### config.mk
export PLATFORM = sky130hd
export DESIGN_NAME = fifo_rd_ctrl
export DESIGN_NICKNAME = d
export VERILOG_FILES = /design/src/rtl/fifo_rd_ctrl.sv
export SDC_FILE = /design/constraint.sdc
export NUM_CORES = 1
export LEC_CHECK = 0
export CAP_MARGIN = 5
export CORE_ASPECT_RATIO = 0.6
export CORE_UTILIZATION = 49
export CTS_CLUSTER_SIZE = 30
export DETAILED_ROUTE_END_ITERATION = 16
export PLACE_DENSITY = 0.87
export SLEW_MARGIN = 15
export SYNTH_ARGS = -nofsm -noshare
export SYNTH_HDL_FRONTEND = slang
export SYNTH_SLANG_ARGS = --single-unit
### constraint.sdc
create_clock -name clk -period 2.27 [get_ports clk]
set_input_delay 0.3405 -clock clk [delete_from_list [all_inputs] [get_ports clk]]
set_output_delay 0.3405 -clock clk [all_outputs]
set_load 0.005 [all_outputs]
### src/rtl/fifo_rd_ctrl.sv
// fifo_rd_ctrl: turns a synchronous FIFO read port (rd_en/empty, 1-cycle data latency) into a
// valid/ready stream through a 2-entry output buffer. Define FIFO_RD_CNT_EN to add the rd_cnt transfer counter.
module fifo_rd_ctrl #(
  parameter int WIDTH = 8
) (
  input  logic             clk,
  input  logic             rst,
  input  logic             fifo_empty,
  output logic             fifo_rd_en,
  input  logic [WIDTH-1:0] fifo_dout,
  output logic [WIDTH-1:0] m_data,
  output logic             m_valid,
  input  logic             m_ready
`ifdef FIFO_RD_CNT_EN
  ,
  output logic [15:0]      rd_cnt
`endif
);

  typedef enum logic [1:0] {
    ST_EMPTY = 2'd0,
    ST_ONE   = 2'd1,
    ST_TWO   = 2'd2
  } buf_state_e;

  buf_state_e       state_q, state_d;
  logic             inflight_q, inflight_d;
  logic [WIDTH-1:0] head_q, head_d;
  logic [WIDTH-1:0] tail_q, tail_d;
  logic             m_valid_q, m_valid_d;

  logic             pop;
  logic             capture;
  logic [2:0]       level;

  // Read strobe: only issue a read if the word is guaranteed a buffer slot when it lands.
  always_comb begin
    pop        = m_valid_q & m_ready;
    capture    = inflight_q;
    level      = {1'b0, state_q} + {2'b00, inflight_q} - {2'b00, pop};
    fifo_rd_en = ~rst & ~fifo_empty & (level < 3'd2);
  end

  // Buffer next state: head is always the oldest word, tail the second one.
  always_comb begin
    state_d    = state_q;
    head_d     = head_q;
    tail_d     = tail_q;
    inflight_d = fifo_rd_en;
    case (state_q)
      ST_EMPTY: begin
        if (capture) begin
          state_d = ST_ONE;
          head_d  = fifo_dout;
        end else begin
          state_d = ST_EMPTY;
        end
      end
      ST_ONE: begin
        if (capture && pop) begin
          state_d = ST_ONE;
          head_d  = fifo_dout;
        end else if (capture) begin
          state_d = ST_TWO;
          tail_d  = fifo_dout;
        end else if (pop) begin
          state_d = ST_EMPTY;
        end else begin
          state_d = ST_ONE;
        end
      end
      ST_TWO: begin
        // A capture without pop cannot occur here because reads are throttled at occ+inflight=2.
        if (pop && capture) begin
          state_d = ST_TWO;
          head_d  = tail_q;
          tail_d  = fifo_dout;
        end else if (pop) begin
          state_d = ST_ONE;
          head_d  = tail_q;
        end else begin
          state_d = ST_TWO;
        end
      end
      default: begin
        state_d = ST_EMPTY;
      end
    endcase
    m_valid_d = (state_d != ST_EMPTY);
  end

  // Buffer state, in-flight flag and registered stream outputs.
  always_ff @(posedge clk) begin
    if (rst) begin
      state_q    <= ST_EMPTY;
      inflight_q <= 1'b0;
      head_q     <= '0;
      tail_q     <= '0;
      m_valid_q  <= 1'b0;
    end else begin
      state_q    <= state_d;
      inflight_q <= inflight_d;
      head_q     <= head_d;
      tail_q     <= tail_d;
      m_valid_q  <= m_valid_d;
    end
  end

  assign m_data  = head_q;
  assign m_valid = m_valid_q;

`ifdef FIFO_RD_CNT_EN
  logic [15:0] rd_cnt_q, rd_cnt_d;

  // Transfer counter, wraps naturally at 16 bits.
  always_comb begin
    if (pop) begin
      rd_cnt_d = rd_cnt_q + 16'd1;
    end else begin
      rd_cnt_d = rd_cnt_q;
    end
  end

  // Counter register.
  always_ff @(posedge clk) begin
    if (rst) begin
      rd_cnt_q <= 16'd0;
    end else begin
      rd_cnt_q <= rd_cnt_d;
    end
  end

  assign rd_cnt = rd_cnt_q;
`endif

endmodule
==> results.txt, run 1 <==
multiplexer share of the synthesized area: 0.1509
max_cap viols: 0
xor-xnor portion of the synthesized cell area: 0.008255
hold_ws: 0.4823 ns
Post-Syn Area per Cell: 10.40 sq um
CP endpoint kind: output port
Hold Path Cell Cnt: 2
M1 wire length: 1.219 mm
vias: 899
CP arrival: 1.97 ns
VDD IR-drop max: 0.4575 mV
Cell Rows: 12
Syn Std Cell Area: 1061 sq um
initial detailed-routing violation count: 33
Sw Ratio: 0.2882
reg2reg start: m_valid
clk_lat worst skew: 0.31 ns
vias in the first global route: 843
Initial Util: 0.5478
Setup Total Neg Slack: -0.03854 ns
Final Skew: 0.004380 ns
critical path class: flop to output port
startpoint types: flop
CTS tree: done
Final Setup Violations: 1
Pre-Repair DR Iteration Count: 4
capture point of the worst reg-to-reg path: capture
area grow syn2layout: 32.78%
Worst Path Required: 1.93 ns
antenna cells: 0
static leakage: 0.5649 nW
hpwl dp: 1.840 mm
fmax: 433.2 MHz
I/O Buffers: 21
most common cell after layout, fill and taps aside: clkdlybuf4s50_1
Post-Syn Instances: 102
Yosys reg bits: 20
stages on the worst setup path: 7
Remaining DRCs: 0
synth warn: 0
largest family of logic cells by synthesized area: simple AND/OR/NAND/NOR gates
Hold Crit Endpoint: tail_q[1]
Max-slew headroom: 0.6982
worst slew pin tran: 0.4528 ns
Hold Startpoint: tail_q[1]
NetSw: 0.2390 mW
Slew Limit Fails: 0
RSZ-0062 raised after global routing: yes
distinct cell type count after synthesis: 29
vias per cell: 5.619
Largest delay share family, worst path: adder cells
gr usage total: 0.2517
clock root cell: clkbuf_4
Reg2Reg Depth: 8
Power Density: 588.5 nW/um^2
Synthesized Nets: 116
Post-Route WL: 2.679 mm
DR WL/cell: 16.74 um
met3 WL post-DR: 153 um
Int Pwr: 0.5901 mW
TritonCTS Sinks: 20
antenna-violating nets left: 0
initial antenna violation count: 0
DR top layer: met4
CP bufs+invs: 1
cts hold-fix bufs: 0
Final Hold Fails: 0
most frequent cells in the layout: clkdlybuf4s50_1 (19), dfxtp_1 (18), nand2b_1 (16), mux2i_1 (16), buf_4 (13)
post-synthesis compound-gate area fraction: 0.1462
remaining global-route overflow: 0
CTS buffer count: 3
Final period util: 1.017
Core ar.: 1937 sq um
Critical Path Fanout Max: 2
Die X: 62.08 um
total power: 0.8291 mW
Min Clock Period, post-route: 2.309 ns
max incr delay on CP: 0.36 ns
Max Root-Sink Buffers: 2
clock share of power: 0.202
global-route wire length before repair: 4.002 mm
reg2reg setup slack: 0.34 ns
share of cells above drive strength 1: 0.2803
Synth Area in Simple Gates: 0.2252
routed wl met2: 1.284 mm
GP Congestion: 0.8412
die area: 2362 sq um
H-tree lvl count: 1
Nets: 148
num ports: 22
post-synthesis sequential area ratio: 0.3774
die height: 38.05 um
CP startpoint: m_valid
crit-path cells: nand2_4 > ha_4 > nand2b_4 > fa_2 > xor2_2 > nor4b_2 > buf_2
CTS clock-pin slew for the worst setup and hold paths: 0.10 ns
combinational power share: 0.314
Worst Setup Slack, final: -0.03854 ns
Crit-path slowest cell: dfxtp_2
Post-Synth Adder-Cell Area: 0.03066
status: finished, violations left
failing checks: negative setup slack
largest net degree at the start of global routing: 29
Reg power frac: 0.484
Min-Delay Path Class: flop to flop
==> per-layer routing <==
layer  vias up  GRT usage
met2        25     0.4149
met1       450     0.3340
met4         0    0.05000
li1        419          -
met3         5    0.06419
met5         -          0
==> stage by stage <==
stage | setup slack [ns] | area (sq um) | util | std cells
final | -0.03854 | 1409 | 0.7274 | 160
after global routing | -0.1521 | 1409 | 0.7274 | 160
after CTS | -0.1314 | 1374 | 0.7093 | 158
after detailed placement | -0.7149 | 1316 | 0.6796 | 153
after global placement | -0.6799 | 1316 | 0.6796 | 153
after floorplan | 0.1790 | 1061 | - | 102
==> sequential cells by signal, summed over array words and instances, names as in the netlist <==
register,flops
m_valid,1
state_q,2
m_data,8
capture,1
tail_q,8
==> how the worst max path moves through the flow <==
| stage | end | slack (ns) |
|---|---|---|
| floorplan | fifo_rd_en | 0.18 |
| global placement | fifo_rd_en | -0.68 |
| detailed placement | fifo_rd_en | -0.71 |
| CTS | fifo_rd_en | -0.13 |
| global route | fifo_rd_en | -0.15 |
| finish | fifo_rd_en | -0.04 |
==> synthesized netlist by cell type <==
library cell   n  area (sq um)
a211oi_2       8         100.1
o21a_1         1         7.510
nor2_2         1         6.260
fa_1           1         20.02
a21oi_1        1         5.000
a211oi_1       1         7.510
ha_1           1         12.51
clkbuf_1       1         3.750
nor3_1         9         45.04
inv_1          2         7.510
or2_1          1         6.260
nand3_1        1         5.000
and3_1         1         6.260
nand2b_4       1         13.76
nor2_1         2         7.510
buf_6          3         33.78
nand2_1        2         7.510
nor4b_1        2         17.52
nand2b_1      17         106.4
a21oi_4        1         16.27
xor2_1         1         8.760
o21ai_0        2         10.01
nor2b_1        1         6.260
or2b_4         1         11.26
dfxtp_1       20         400.4
buf_2          1         5.000
buf_4          2         15.01
mux2i_1       16         160.2
a311oi_1       1         8.760
==> tightest hold or removal path: stages (launching register included) <==
cell	delay, ns
dfxtp_1	0.33
nand2b_1	0.06
mux2i_1	0.06
==> power groups by stage <==
stage	registers [mW]	clock network [mW]	logic, mW
CTS	0.399	0.167	0.244
detailed placement	0.404	0	0.232
global placement	0.402	0	0.224
floorplan	0.404	0	0.131
finish	0.401	0.168	0.260
global route	0.404	0.185	0.279
==> logic make-up (layout without fill, tap and decap cells) <==
family                   Yosys count  count (layout)
flip-flops                        20              20
AND/OR/NAND/NOR                   39              39
adder cells (fa/ha/maj)            2               2
XOR/XNOR                           1               1
AO/OA/AOI/OAI                     15              15
multiplexers                      16              16
buffers and inverters              9              39
==> area by class of cell <==
cell class                      count  area, sq um
Tap cell                           28        35.03
Sequential cell                    20        402.9
Clock buffer                        3        22.52
Fill cell                         122        528.0
Multi-Input combinational cell     73        639.4
Timing Repair Buffer               34        301.5
Inverter                            2        7.507
==> what timing repair did <==
action / CTS / global route
setup endpoints to repair: 1 / 1
cloned: 0 / 0
pin swaps: 4 / 3
setup buffers: 2 / 2
resized for setup: 10 / 4
(Power assumes the default switching activity.)
==> run 2: changes to the inputs <==
--- a/config.mk
+++ b/config.mk
@@ -10,8 +10,10 @@
 export CORE_UTILIZATION = 49
 export CTS_CLUSTER_SIZE = 30
 export DETAILED_ROUTE_END_ITERATION = 16
+export GPL_TIMING_DRIVEN = 0
 export PLACE_DENSITY = 0.87
 export SLEW_MARGIN = 15
 export SYNTH_ARGS = -nofsm -noshare
 export SYNTH_HDL_FRONTEND = slang
 export SYNTH_SLANG_ARGS = --single-unit
+export TNS_END_PERCENT = 20
==> run 2 against run 1 <==
The flow still finishes with violations (negative setup slack). Sequential cell count stayed put. Worst hold slack worse by 0.17 ns. First-iteration DRC count is 36% higher. Fmax is 2.7% lower. Critical endpoint unchanged. Largest power group unchanged.
==> results.txt, run 2 (synthesis results as in run 1) <==
status: finished, violations left
failing checks: negative setup slack
remaining global-route overflow: 0 (unchanged)
Max Root-Sink Buffers: 2 (unchanged)
gr usage total: 0.2387 (-0.01300)
vias: 829 (-7.8%)
die area: 2362 sq um (unchanged)
Final Setup Violations: 1 (unchanged)
worst slew pin tran: 0.4057 ns (-0.04701 ns)
register area: 402.9 sq um (unchanged)
Worst Setup Slack, final: -0.1023 ns (-0.06380 ns)
H-tree lvl count: 1 (unchanged)
clk_lat worst skew: 0.31 ns (about the same)
Remaining DRCs: 0 (unchanged)
CP arrival: 2.03 ns (+0.06 ns)
initial antenna violation count: 0 (unchanged)
die height: 38.05 um (unchanged)
hpwl dp: 1.638 mm (-11%)
reg2reg setup slack: 0.58 ns (+0.24 ns)
Hold Startpoint: rst
Hold Path Cell Cnt: 2 (unchanged)
global-route wire length before repair: 3.850 mm (-3.8%)
Reg2Reg Depth: 6 (-2)
vias per cell: 5.348 (-4.8%)
CTS buffer count: 3 (unchanged)
CTS tree: done
Min Clock Period, post-route: 2.372 ns (+0.06380 ns)
Power Density: 668.9 nW/um^2 (+14%)
critical path class: flop to output port
GP Congestion: 0.8346 (-0.78%)
capture point of the worst reg-to-reg path: capture
most frequent cells in the layout: clkdlybuf4s50_1 (18), dfxtp_1 (18), nand2b_1 (16), mux2i_1 (16), nor3_1 (9)
Min-Delay Path Class: primary input to flop
crit-path cells: nand2_4 > ha_4 > nand2b_4 > fa_2 > xor2_1 > nor4b_2 > buf_2
Slew Limit Fails: 0 (unchanged)
Die X: 62.08 um (unchanged)
Worst Path Required: 1.93 ns (about the same)
VDD IR-drop max: 0.3951 mV (-14%)
share of cells above drive strength 1: 0.2441 (-0.03621)
Hold Crit Endpoint: capture
num ports: 22 (unchanged)
Post-Route WL: 2.409 mm (-10%)
Final Hold Fails: 0 (unchanged)
I/O Buffers: 20 (-4.8%)
Core ar.: 1937 sq um (unchanged)
antenna-violating nets left: 0 (unchanged)
total power: 0.9290 mW (+12%)
antenna cells: 0 (unchanged)
vias in the first global route: 781 (-7.4%)
Multi-input gate area: 631.9 sq um (-1.2%)
Critical Path Fanout Max: 3 (+1)
max_cap viols: 0 (unchanged)
DR WL/cell: 15.54 um (-7.2%)
Pre-Repair DR Iteration Count: 4 (unchanged)
Max-slew headroom: 0.7291 (+0.03097)
CP bufs+invs: 1 (unchanged)
fmax: 421.5 MHz (-2.7%)
static leakage: 0.5475 nW (-3.1%)
Final Skew: 0.01219 ns (+0.007806 ns)
clock root cell: clkbuf_4
initial detailed-routing violation count: 45 (+36%)
reg2reg start: m_valid
CP endpoint kind: output port
Crit-path slowest cell: dfxtp_2
TritonCTS Sinks: 20 (unchanged)
dpl ws: -0.8928 ns (-0.1779 ns)
RSZ-0062 raised after global routing: yes
largest net degree at the start of global routing: 13 (-55%)
Setup Total Neg Slack: -0.1023 ns (-0.06380 ns)
startpoint types: flop
Initial Util: 0.5478 (unchanged)
Fillers: 146 (+20%)
Cell Rows: 12 (unchanged)
Final period util: 1.045 (+0.02810)
area grow syn2layout: 30.90%
CTS clock-pin slew for the worst setup and hold paths: 0.13 ns (+0.03 ns)
max incr delay on CP: 0.37 ns (about the same)
fin util: 0.7171 (-0.01034)
Largest delay share family, worst path: adder cells
Nets: 142 (-4.1%)
-- run 2: changes by cell type in the layout (fill, tap and decap cells not counted), sizes merged --
cell / before / now
clkdlybuf4s50: 19 / 18
clkbuf: 3 / 4
buf: 14 / 8
bufinv: 0 / 1
-- run 2: cell type report --
type / instances / share of cell area
flip-flops and latches: 20 / 0.2901
clock buffers: 3 / 0.01622
repair buffers: 21 / 0.1450
multi-input cells: 73 / 0.4550
inverters: 2 / 0.005405
well taps: 28 / 0.02523
clock inverters: 1 / 0.02162
plain buffers: 7 / 0.04144
-- run 2: repair_timing --
action                     4_1_cts  5_1_grt
resized for setup               12        1
hold buffers                     0        0
setup endpoints to repair        1        1
pin swaps                        2        2
buffers inserted                 1        0
-- run 2: stage by stage --
stage	cell area, sq um	instances	hold slack, ns
final	1389	155	0.3089
after global routing	1389	155	0.2998
after CTS	1381	155	0.3068
after detailed placement	1296	150	0.4698
after global placement	1296	150	0.4568
after floorplan	1061	102	0.4198
-- run 2: where the power goes --
group          switching (mW)  internal [mW]
sequential             0.0203          0.380
combinational           0.102          0.129
clock                   0.118          0.179
-- run 2: worst reg2reg max path, cell delays in order, from the launching register on --
cell      delay, ns
dfxtp_2        0.37
nand2_4        0.06
ha_4           0.22
nand2b_4       0.14
fa_2           0.36
xor2_1         0.17
nor4b_1        0.27
-- run 2: worst max-delay path by stage --
stage,from,to,depth (start not counted)
2_1_floorplan,m_valid,fifo_rd_en,6
3_3_place_gp,m_ready,fifo_rd_en,8
3_5_place_dp,m_ready,fifo_rd_en,8
4_1_cts,m_valid,fifo_rd_en,7
5_1_grt,m_valid,fifo_rd_en,7
6_report,m_valid,fifo_rd_en,7
-- run 2: per-layer routing --
layer	GRT usage	vias to the layer above	share of wire	wire (um)
met3	0.08784	4	0.060	144
met2	0.3457	23	0.42	1007
met5	0	-	0	0
met1	0.3340	397	0.51	1225
li1	-	405	-	-
met4	0.05556	0	0.013	31
